## config.mk

```make
export PLATFORM = sky130hd
export DESIGN_NAME = display_scan_scheduler
export DESIGN_NICKNAME = d
export VERILOG_FILES = /design/src/rtl/display_scan_scheduler.sv
export SDC_FILE = /design/constraint.sdc
export NUM_CORES = 1
export LEC_CHECK = 0
export BUFFER_PORTS_ARGS = -buffer_cell sky130_fd_sc_hd__buf_4
export CAP_MARGIN = 20
export CELL_PAD_IN_SITES_DETAIL_PLACEMENT = 0
export CELL_PAD_IN_SITES_GLOBAL_PLACEMENT = 1
export CORE_MARGIN = 5
export CORE_UTILIZATION = 40
export CTS_CLUSTER_DIAMETER = 120
export DETAILED_ROUTE_END_ITERATION = 10
export PLACE_DENSITY = 0.81
export SETUP_SLACK_MARGIN = 0.5
export SLEW_MARGIN = 20
export SYNTH_ARGS = -nofsm -noshare
export SYNTH_HDL_FRONTEND = slang
export SYNTH_SLANG_ARGS = --single-unit
```

## constraint.sdc

```tcl
create_clock -name clk -period 3.2 [get_ports clk]
set_input_delay 0.48 -clock clk [delete_from_list [all_inputs] [get_ports clk]]
set_output_delay 0.48 -clock clk [all_outputs]
set_load 0.05 [all_outputs]
```

## src/rtl/display_scan_scheduler.sv

```systemverilog
// display_scan_scheduler: 4-digit multiplexed 7-seg scan with two-source frame arbitration.
// Optional feature macro: LEADING_ZERO_BLANK_EN (keeps leading zero digits dark).
module display_scan_scheduler #(
  parameter int REFRESH_DIV = 50000,
  parameter int BLANK_CYC   = 500,
  parameter int HOLD_FRAMES = 8
) (
  input  logic        clk,
  input  logic        reset,
  input  logic        src0_req,
  input  logic [15:0] src0_data,
  input  logic        src1_req,
  input  logic [15:0] src1_data,
  output logic [1:0]  grant,
  output logic [3:0]  anode,
  output logic [3:0]  digit,
  output logic [1:0]  an,
  output logic        frame_start
);

  localparam int CW = (REFRESH_DIV > 2) ? $clog2(REFRESH_DIV) : 1;
  localparam int HW = $clog2(HOLD_FRAMES + 1) + 1;
  localparam logic [CW-1:0] CNT_MAX   = CW'(REFRESH_DIV - 1);
  localparam logic [CW-1:0] BLANK_END = CW'(BLANK_CYC);
  localparam logic [HW-1:0] HOLD      = HW'(HOLD_FRAMES);

  typedef enum logic [1:0] {
    IDLE = 2'd0,
    OWN0 = 2'd1,
    OWN1 = 2'd2
  } state_e;

  logic [CW-1:0] cnt_q, cnt_d;
  logic [1:0]    an_q, an_d;
  state_e        state_q, state_d;
  logic [HW-1:0] held_q, held_d;
  logic [15:0]   frame_buf_q, frame_buf_d;

  logic          frame_end;
  logic          own_req;
  logic          oth_req;
  logic [HW-1:0] done;
  logic [3:0]    nib;
  logic          suppress;

  // State register with synchronous reset.
  always_ff @(posedge clk) begin
    if (reset) begin
      cnt_q       <= '0;
      an_q        <= '0;
      state_q     <= IDLE;
      held_q      <= '0;
      frame_buf_q <= '0;
    end else begin
      cnt_q       <= cnt_d;
      an_q        <= an_d;
      state_q     <= state_d;
      held_q      <= held_d;
      frame_buf_q <= frame_buf_d;
    end
  end

  // Slot timer: cnt wraps every REFRESH_DIV cycles, advancing the slot index.
  always_comb begin
    cnt_d = cnt_q + 1'b1;
    an_d  = an_q;
    if (cnt_q == CNT_MAX) begin
      cnt_d = '0;
      an_d  = an_q + 2'd1;
    end
  end

  assign frame_end = (cnt_q == CNT_MAX) && (an_q == 2'd3);

  // Arbiter: ownership and frame latch only change in the frame-end cycle.
  always_comb begin
    state_d     = state_q;
    held_d      = held_q;
    frame_buf_d = frame_buf_q;
    own_req     = 1'b0;
    oth_req     = 1'b0;
    done        = held_q + 1'b1;
    unique case (state_q)
      OWN0: begin
        own_req = src0_req;
        oth_req = src1_req;
      end
      OWN1: begin
        own_req = src1_req;
        oth_req = src0_req;
      end
      default: ;
    endcase
    if (frame_end) begin
      if (!own_req) begin
        held_d = '0;
        if (src1_req) begin
          state_d = OWN1;
        end else if (src0_req) begin
          state_d = OWN0;
        end else begin
          state_d = IDLE;
        end
      end else if ((done >= HOLD) && oth_req) begin
        held_d  = '0;
        state_d = (state_q == OWN0) ? OWN1 : OWN0;
      end else begin
        held_d = (done > HOLD) ? HOLD : done;
      end
      unique case (state_d)
        OWN0:    frame_buf_d = src0_data;
        OWN1:    frame_buf_d = src1_data;
        default: frame_buf_d = '0;
      endcase
    end
  end

  assign nib = frame_buf_q[{~an_q, 2'b00} +: 4];

`ifdef LEADING_ZERO_BLANK_EN
  logic [15:0] lead;
  assign lead = frame_buf_q >> {~an_q, 2'b00};
  // Current nibble and everything left of it zero means a leading zero.
  assign suppress = (an_q != 2'd3) && (lead == 16'd0);
`else
  assign suppress = 1'b0;
`endif

  // Output decode from registered state only.
  always_comb begin
    grant       = {state_q == OWN1, state_q == OWN0};
    an          = an_q;
    frame_start = (cnt_q == '0) && (an_q == 2'd0);
    digit       = '0;
    anode       = 4'b1111;
    if (state_q != IDLE) begin
      digit = nib;
      if ((cnt_q >= BLANK_END) && !suppress) begin
        unique case (an_q)
          2'd0:    anode = 4'b0111;
          2'd1:    anode = 4'b1011;
          2'd2:    anode = 4'b1101;
          default: anode = 4'b1110;
        endcase
      end
    end
  end

endmodule
```

==> metrics.md <==
| Metric | Value |
|---|---|
| Fin crit period | `2550 ps` |
| Post-synthesis register bit count | `41` |
| CTS buffer count | `5` |
| Number of global-route vias before repair | `2,024` |
| Global-route wire length before repair | `9250 um` |
| Placed wire-length estimate | `4080 um` |
| Met3 Use GR | `4.35%` |
| Status | `finished clean` |
| Cell Area, Placed | `2780 um^2` |
| Crit path DAT | `2770 ps` |
| Cells after Synth | `279` |
| Core Box Area | `5850 um^2` |
| GRT Overall Usage | `15.2%` |
| Worst-path clk slew | `70 ps` |
| Die W | `86.9 um` |
| Antenna violations before repair | `0` |
| Syn_nets | `329` |
| CP Launch Point | `state_q[0]` |
| Synth Flop Type | `dfxtp_1` |
| Leak Pwr | `0.00105 uW` |
| Setup_tns | `0 ps` |
| DIE AREA | `7560 um^2` |
| WL/cell | `13.8 um` |
| CTS Hold Bufs | `0` |
| Post-synth top area cell | `dfxtp_1` |
| Post-Synthesis Cell Area | `2370 um^2` |
| Area growth syn-to-layout | `23.5%` |
| Finished Core Util | `50.0%` |
| Register area share after synthesis | `34.7%` |
| Global-route met2 utilization | `24.8%` |
| Worst R2R Start | `state_q[0]` |
| CP endpoint kind | `flop` |
| Commonest cells in the netlist | `dfxtp_1 (41), nand2_1 (28), a21oi_1 (25), nor2_1 (25), or3_1 (18)` |
| Worst skew pair latency | `290 ps` |
| DRC Markers | `0` |
| Clock skew | `7.68 ps` |
| Nets | `369` |
| Worst R2R Setup Slack | `650 ps` |
| PwrDens | `326 nW/um^2` |
| # Post-CTS Setup Buffers | `0` |
| CTS tree | `yes` |
| CTS H-tree lvls | `2` |
| Via count | `2,029` |
| Final Hold Viols | `0` |
| Crit-path max FO | `16` |
| Count leader, synth | `dfxtp_1` |
| Max transition margin | `67.5%` |
| Initial Util | `40.5%` |
| Die height | `86.9 um` |
| Top cell type's share of synthesized area | `34.7%` |
| Pins Over Slew Limit | `0` |
| Layout cells sized above 1 | `24.5%` |
| Mean Syn Cell Area | `8.48 um^2` |
| CTS sink count | `41` |
| MaxCap Viol Count | `0` |
| Grt ovf | `0` |
| RSZ-0062 raised after global routing | `no` |
| CTS Buffer Depth | `2` |
| Final Power | `954 uW` |
| Met1 Resource Use GR | `19.6%` |
| Io pins | `49` |
| Worst path required time | `3420 ps` |
| Post-route ant nets | `0` |
| Critical path class | `reg -> reg` |
| Fmax | `0.392 GHz` |
| Yosys cell types | `44` |
| Async S/R FF share, synth | `0%` |
| Total wire length | `5440 um` |
| Least-Margin Pin Slew | `484 ps` |
| Ranking of synthesized cells by area | `dfxtp_1 (35%), ha_1 (7.4%), a21oi_1 (5.3%)` |
| GPL Wtd Cong | `0.859` |
| Worst vdd ir | `0.170 mV` |
| Final Setup Violations | `0` |
| CP startpoint kind | `flop` |
| Worst hold start | `frame_buf_q[1]` |
| Root Buffer | `clkbuf_8` |
| EDFF count, synth | `0` |
| Hold Crit Class | `reg -> reg` |
| Initial DRC count | `70` |
| Ys Warns | `0` |
| Largest net degree at the start of global routing | `29` |
| # rows | `28` |
| PortBufs | `48` |
| Gr busiest metal | `met2` |
| Final Cycle Share | `79.7%` |
| N_diodes | `0` |
| Final instance area | `2920 um^2` |
| Drt pass-1 iters | `4` |
| Drt via density | `5.15` |
## per-stage QoR
step	instances	hold slack, ps	worst slack (ps)
2_1_floorplan	279	429	519
3_3_place_gp	387	437	391
3_5_place_dp	387	445	292
4_1_cts	394	455	516
5_1_grt	394	476	508
6_report	394	452	651
## area by class of cell
cell class	instances	area, um^2
flip-flops and latches	41	822
clock buffers	7	86.3
multi-input cells	210	1510
fillers	570	2930
well taps	75	93.8
repair buffers	50	375
inverters	11	41.3
## flip-flops by register name, summed over array words and instances, names as in the netlist
register / flops
held_q: 5
state_q: 2
cnt_q: 16
frame_buf_q: 16
an: 2
## worst paths after layout
kind	endpoint	cells after the start
min	frame_buf_q[1]	2
max reg2reg	frame_buf_q[10]	10
max	frame_buf_q[10]	10
min reg2reg	frame_buf_q[1]	2
## kinds of logic after synthesis
| kind of cell | Yosys count | share of synthesized area (%) |
|---|---|---|
| flops | 41 | 34.7 |
| xor+xnor | 18 | 6.66 |
| buf+inv | 28 | 5.66 |
| fa+ha+maj | 14 | 7.40 |
| mux | 4 | 3.81 |
| compound gates | 57 | 15.3 |
| simple gates | 117 | 26.5 |
## placed cells by master (no fill, tap or decap), types with 6 or more instances in the layout
| cell type | n |
|---|---|
| clkbuf_8 | 6 |
| nand3_1 | 7 |
| xnor2_1 | 11 |
| dfxtp_1 | 40 |
| nor2b_1 | 6 |
| nor2_1 | 25 |
| xor2_1 | 7 |
| inv_1 | 11 |
| nand2_1 | 28 |
| buf_4 | 50 |
| or3_1 | 18 |
| a21oi_1 | 23 |
| ha_1 | 10 |
| a22oi_1 | 16 |
## power breakdown
group / internal [uW] / switching, uW
combinational: 50.3 / 45.9
sequential: 513 / 4.15
clock: 171 / 170
## what timing repair did
action	4_1_cts	5_1_grt
gates resized for setup	6	4
endpoints found under the hold margin	0	0
pin swaps	0	4
setup endpoints to repair	16	17
## critical path: stages, from the launching register on
cell	delay, ps
dfxtp_1	410
inv_1	130
ha_4	190
a22o_1	180
and2_1	220
a21o_1	230
a21oi_2	200
ha_4	260
a22oi_1	100
or3_2	420
a21oi_1	140
## routing by layer
layer  up-vias  wire length, um
met1       919             2600
met4         0               61
met2        44             2500
met3         5              276
li1       1061                -
met5         -                0
No activity file was read; power rests on OpenSTA's default activity.
